<file path="src/rtl/serial_adder_ctrl.sv">
// Bit-serial add/subtract controller: one shared 1-bit full adder is stepped
// LSB-first over WIDTH cycles behind a start/ready/done handshake.

module full_adder (
  input  logic a,
  input  logic b,
  input  logic ci,
  output logic y,
  output logic co
);
  assign y  = a ^ b ^ ci;
  assign co = (a & b) | (ci & (a ^ b));
endmodule

module serial_adder_ctrl #(
  parameter int WIDTH = 8
) (
  input  logic             clk,
  input  logic             rst_n,
  input  logic             start,
  input  logic             Sub,
  input  logic [WIDTH-1:0] A,
  input  logic [WIDTH-1:0] B,
  input  logic             Cin,
  output logic             ready,
  output logic             busy,
  output logic             done,
  output logic [WIDTH-1:0] Sum,
  output logic             Cout,
  output logic             Ovf
);

  localparam int CNT_W = (WIDTH > 2) ? $clog2(WIDTH) : 1;
  localparam logic [CNT_W-1:0] LAST   = CNT_W'(WIDTH - 1);
  localparam logic [CNT_W-1:0] PENULT = CNT_W'(WIDTH - 2);

  typedef enum logic [1:0] {IDLE, ADD, DONE} state_t;

  state_t           state, state_nxt;
  logic [WIDTH-1:0] a_sh, b_sh, sum_sh;
  logic [CNT_W-1:0] cnt;
  logic             carry;
  logic             c_msb_in;
  logic             fa_y, fa_co;

  full_adder u_fa (
    .a  (a_sh[0]),
    .b  (b_sh[0]),
    .ci (carry),
    .y  (fa_y),
    .co (fa_co)
  );

  always_comb begin
    state_nxt = state;
    case (state)
      IDLE:    if (start) state_nxt = ADD;
      ADD:     if (cnt == LAST) state_nxt = DONE;
      DONE:    state_nxt = IDLE;
      default: state_nxt = IDLE;
    endcase
  end

  always_ff @(posedge clk or negedge rst_n) begin
    if (!rst_n) begin
      state    <= IDLE;
      a_sh     <= '0;
      b_sh     <= '0;
      sum_sh   <= '0;
      cnt      <= '0;
      carry    <= 1'b0;
      c_msb_in <= 1'b0;
      Sum      <= '0;
      Cout     <= 1'b0;
      Ovf      <= 1'b0;
      done     <= 1'b0;
      busy     <= 1'b0;
      ready    <= 1'b1;
    end else begin
      state <= state_nxt;
      case (state)
        IDLE: begin
          // Subtraction is A + ~B + 1, so the inversion and forced carry happen at accept.
          if (start) begin
            a_sh  <= A;
            b_sh  <= Sub ? ~B : B;
            carry <= Sub ? 1'b1 : Cin;
            cnt   <= '0;
            busy  <= 1'b1;
            ready <= 1'b0;
          end
        end
        ADD: begin
          sum_sh <= {fa_y, sum_sh[WIDTH-1:1]};
          carry  <= fa_co;
          a_sh   <= a_sh >> 1;
          b_sh   <= b_sh >> 1;
          cnt    <= cnt + 1'b1;
          if (cnt == PENULT) c_msb_in <= fa_co;
          if (cnt == LAST) begin
            Sum  <= {fa_y, sum_sh[WIDTH-1:1]};
            Cout <= fa_co;
            Ovf  <= c_msb_in ^ fa_co;
            done <= 1'b1;
            busy <= 1'b0;
          end
        end
        DONE: begin
          done  <= 1'b0;
          ready <= 1'b1;
        end
        default: ;
      endcase
    end
  end

endmodule

</file>
<file path="config.mk">
export PLATFORM = sky130hd
export DESIGN_NAME = serial_adder_ctrl
export DESIGN_NICKNAME = d
export VERILOG_FILES = /design/src/rtl/serial_adder_ctrl.sv
export SDC_FILE = /design/constraint.sdc
export NUM_CORES = 1
export LEC_CHECK = 0
export ABC_AREA = 1
export BUFFER_PORTS_ARGS = -buffer_cell sky130_fd_sc_hd__buf_2
export CELL_PAD_IN_SITES_DETAIL_PLACEMENT = 1
export CELL_PAD_IN_SITES_GLOBAL_PLACEMENT = 1
export CORE_ASPECT_RATIO = 0.9
export CORE_MARGIN = 5
export CORE_UTILIZATION = 30
export DETAILED_ROUTE_END_ITERATION = 16
export PLACE_DENSITY_LB_ADDON = 0.2
export SKIP_CTS_REPAIR_TIMING = 1
export SYNTH_ARGS = -nofsm -noshare
export SYNTH_HDL_FRONTEND = slang
export SYNTH_SLANG_ARGS = --single-unit
export TNS_END_PERCENT = 20
</file>
<file path="constraint.sdc">
create_clock -name clk -period 1.2 [get_ports clk]
set_input_delay 0.06 -clock clk [delete_from_list [all_inputs] [get_ports clk]]
set_output_delay 0.06 -clock clk [all_outputs]
set_load 0.1 [all_outputs]
</file>
# Word-level counts from Yosys, hierarchy flattened
# Index checks and enable logic that the tools add are counted.
word_totals:
  input_bits: 21
  output_inout_bits: 13
  wordCells: 58
  regBits: 44
op_classes:
  bitwise: 7
  n_addsub: 1
  n_eq_ne: 6
  reduce_logical: 11
  mux: 20
op_table:
  columns: ["operator", "n"]
  rows:
  - ["$pmux 8 s2", 2]
  - ["$mux 8", 3]
  - ["$reduce_and 2->1", 6]
  - ["$not 8->8", 1]
  - ["$pmux 1 s2", 4]
  - ["$eq 3x3->1 const B", 2]
  - ["$mux 1", 6]
  - ["$pmux 3 s2", 1]
  - ["$reduce_bool 2->1", 3]
  - ["$mux 2", 2]
  - ["$ne 2x2->1 const B", 2]
  - ["$pmux 2 s2", 1]
  - ["$add 3x1->3 const B", 1]
  - ["$mux 3", 1]
  - ["$reduce_and 3->1", 1]
  - ["$xor 1x1->1", 3]
  - ["$and 1x1->1", 2]
  - ["$eq 2x1->1 const B", 1]
  - ["$eq 2x2->1 const B", 1]
  - ["$logic_not 2->1", 1]
  - ["$or 1x1->1", 1]

# Longest topological paths before layout
logic_depth:
  depth_word: 4
  mapped_depth: 6
  ltp_nobuf: 6

# By module
# From an unflattened synthesis, not the netlist that was laid out.
hier_totals:
  cells_unflattened: 234
  hier_area_um2: 2008.2
modules_own_cells:
  columns: ["mod", "area_per_inst_um2", "cells_each", "seq_area_each_um2", "instances"]
  rows:
  - ["serial_adder_ctrl", 1988.2, 233, 1077.3, 1]
  - ["full_adder", 20.0, 1, 0.0, 1]

# Least setup slack after synthesis
# OpenSTA, ideal clock, no wires.
synth_path:
  path_kind: "register to register"
  from: "register cnt[0]"
  to: "register Cout"
  slack_ns: -0.059
  period_less_slack_ns: 1.259
  required_time_ns: 1.132
  path_stages_with_launch: 7
  setup_ns: 0.068
  arrival_ns: 1.192
  n_path_buf: 1
  cell_sequence: "dfrtp_1 > ha_1 > ha_1 > nand2_4 > buf_6 > nand2_1 > nand2_1"
synth_between:
  elab_chain_cells: 2
synth_lines:
  columns: ["item", "line", "source"]
  rows:
  - ["start: declaration", "41", "logic [CNT_W-1:0] cnt;"]
  - ["start signal: assignment", "98", "cnt <= cnt + 1'b1;"]
  - ["$eq 3x3->1", "100", "if (cnt == LAST) begin"]
  - ["$reduce_and 2->1 (no source line)", null, null]
  - ["end signal: assignment", "102", "Cout <= fa_co;"]
  - ["end: declaration", "29", "output logic Cout,"]
# No other way between the ends.
# A chain may end at the register's enable or synchronous reset.

# Final worst setup path
layout_path:
  from: "register cnt[0]"
  to: "register Sum[0]"
layout_between:
  elab_chain_cells: 2
layout_lines:
  columns: ["item", "line", "source"]
  rows:
  - ["$eq 3x3->1", "100", null]
  - ["$reduce_and 2->1 (no source line)", null, null]
  - ["end signal: assignment", "101", "Sum <= {fa_y, sum_sh[WIDTH-1:1]};"]
  - ["end: declaration", "28", "output logic [WIDTH-1:0] Sum,"]
# No other way between the ends.

==> metrics.md <==
| Metric | Value |
|---|---|
| FF-to-FF path depth | `6` |
| GRT Total Usage | `11.8%` |
| Max Clk Rate | `810 MHz` |
| Syn Std Cell Area | `0.00204 mm2` |
| Setup-failing EPs final | `9` |
| Initial Util | `30.9%` |
| Final Hold Fails | `0` |
| Reg2reg start | `cnt[0]` |
| Pwr dens | `2780 mW/mm2` |
| CP peak stage delay | `0.42 ns` |
| Fraction of the yosys area taken by sequential cells | `52.7%` |
| Hold Crit Class | `input port to flop` |
| Slowest CP cell | `dfrtp_1` |
| H-tree depth | `2` |
| Critical path launch point type | `flop` |
| Hold_sp | `B[7]` |
| Std-Cell Rows | `28` |
| Total CTS buffers | `5` |
| Gpl congestion | `0.752` |
| DRC | `0` |
| Clock buffer depth | `2` |
| Clock Pin Slew Worst Setup and Hold Paths | `0.09 ns` |
| Crit-path cells | `ha_4 > ha_4 > nand2_8 > clkbuf_16 > nand2_1 > nand2_1` |
| Fin. max-slew vios | `0` |
| Slew headroom | `67.6%` |
| Util after Layout | `41.3%` |
| Die Ht | `88.3 um` |
| FF-to-FF End | `Sum[0]` |
| Status | `complete, but fails checks` |
| Core outline area | `0.00662 mm2` |
| DRT iter0 DRCs | `47` |
| Critical path buffer and inverter count | `1` |
| Fin nets | `333` |
| Port Buffers | `33` |
| Peak supply drop | `1.12 mV` |
| Via density | `4.39` |
| DPL Wire Length | `3410 um` |
| Initial antenna violation count | `0` |
| Vias in the first global route | `1,785` |
| Worst Tran Pin Value | `0.489 ns` |
| Maximum number of pins on one net before global-route repair | `44` |
| Routed WL | `4980 um` |
| Worst-skew pair later-pin latency | `0.30 ns` |
| Layout cells sized above 1 | `30.2%` |
| Total chip power | `7.59 mW` |
| Grt ovf | `0` |
| CTS tree | `done` |
| Via count | `1,747` |
| First-pass DRT Iterations | `4` |
| Syn nets | `273` |
| Diodes inserted | `0` |
| RSZ-0062 raised after global routing | `yes` |
| Post-route clock skew | `0.00862 ns` |
| Crit path time final | `1.23 ns` |
| Ys Warns | `0` |
| Die width | `97.0 um` |
| Commonest non-fill, non-tap cells in the layout | `nand2_1 (117), dfrtp_1 (40), buf_2 (27)` |
| Max-cap violations | `0` |
| R2R Setup Slk | `-0.03 ns` |
| Clk sink count | `43` |
| Syn_area_per_cell | `8.28 um2` |
| Die area | `0.00857 mm2` |
| Leakage | `1.45 nW` |
| Root Buffer | `clkbuf_8` |
| Min-Delay Endpoint | `b_sh[7]` |
| Area added between synthesis and finish | `33.7%` |
| Failing checks | `negative setup slack` |
| First-pass GRT wire length | `8120 um` |
| Period utilisation layout | `103%` |
| Antenna viol nets, final | `0` |
| CP Data Required Time | `1.40 ns` |
| Worst Setup End Kind | `flop` |
| Commonest non-fill, non-tap cell in the layout | `nand2_1` |
| Hold depth | `4` |
| WL/cell | `12.5 um` |
| Critical setup path kind | `flop to flop` |
| Worst Path Max Fanout | `6` |
| IO Pins | `34` |
| Flops & latches, synth | `43` |
| Critical path arrival | `1.43 ns` |
| Worst Setup Slack, final | `-0.0346 ns` |
| CP delay by family, top | `flip-flops` |
| Post-Synthesis Cells | `247` |
| Synth unique cells | `22` |
-- state kept, by name, summed over array words and instances (netlist names) --
| signal | cells |
|---|---|
| Sum | 8 |
| a_sh | 8 |
| b_sh | 8 |
| sum_sh | 7 |
| cnt | 3 |
| state | 2 |
| Cout | 1 |
| Ovf | 1 |
| busy | 1 |
| c_msb_in | 1 |
| carry | 1 |
| done | 1 |
| ready | 1 |
-- worst max-delay path by stage --
| stage | start | to | slack [ns] | depth (start not counted) |
|---|---|---|---|---|
| floorplan | cnt[0] | Cout | 0.01 | 6 |
| global placement | cnt[0] | Cout | -0.04 | 6 |
| detailed placement | cnt[1] | Ovf | -0.09 | 6 |
| CTS | cnt[1] | Ovf | -0.10 | 6 |
| global route | cnt[0] | busy | -0.08 | 6 |
| finish | cnt[0] | Sum[0] | -0.03 | 6 |
-- worst reg2reg max path, delay by kind of cell, from the launching register on --
| family | cells | cell delay (ns) |
|---|---|---|
| AND/OR/NAND/NOR | 3 | 0.19 |
| buffers and inverters | 1 | 0.17 |
| flip-flops | 1 | 0.42 |
| adder cells (fa/ha/maj) | 2 | 0.37 |
-- metal layers --
| metal | vias up | track usage [%] | wire length (um) |
|---|---|---|---|
| met3 | 5 | 3.62 | 189 |
| li1 | 878 | - | - |
| met2 | 30 | 20.2 | 2350 |
| met1 | 834 | 14.5 | 2400 |
| met4 | 0 | 3.44 | 44 |
| met5 | - | 0 | 0 |
-- cells in the mapped netlist, drive strengths merged --
cell	number	share of area, %
o21ai	22	7.0
inv	22	4.0
nor2	4	1.2
xor2	2	0.86
dfstp	1	1.3
buf	8	3.2
nand4	1	0.31
fa	1	0.98
nand2	123	23
clkbuf	1	0.24
dfrtp	42	51
ha	4	2.4
nand3	16	3.9
-- cells by family after synthesis --
family / Yosys count / share of synthesized area [%]
AOI/OAI and AO/OA: 22 / 7.04
xor gates and xnor gates: 2 / 0.857
and+or+nand+nor: 144 / 28.5
adders and majority gates: 5 / 3.43
buffers and inverters: 31 / 7.47
DFF: 43 / 52.7
-- layout make-up --
type | instances | area [um2]
Timing Repair Buffer | 61 | 469
Tap cell | 90 | 113
Clock inverter | 1 | 7.51
Fill cell | 809 | 3890
Sequential cell | 43 | 1080
Multi-Input combinational cell | 174 | 882
Inverter | 22 | 85.1
Clock buffer | 7 | 96.3
-- stage by stage --
stage                     std cells  setup TNS, ns  hold WS [ns]  cell area [um2]  setup WS (ns)
after floorplan                 247              0        -0.236             2050        0.00981
after global placement          380         -0.176        0.0607             2440        -0.0373
after detailed placement        380         -0.473        0.0633             2440        -0.0860
after CTS                       388         -0.740        -0.272             2550         -0.104
after global routing            398         -0.658        0.0325             2730        -0.0774
final                           398         -0.145        0.0268             2730        -0.0346
-- report_power, final --
part | internal (mW) | switching [mW] | leakage (nW) | total (mW)
sequential | 2.07 | 0.400 | 0.542 | 2.47
clock | 0.524 | 0.508 | 0.0505 | 1.03
combinational | 1.30 | 2.80 | 0.855 | 4.09
(Power assumes the default switching activity.)
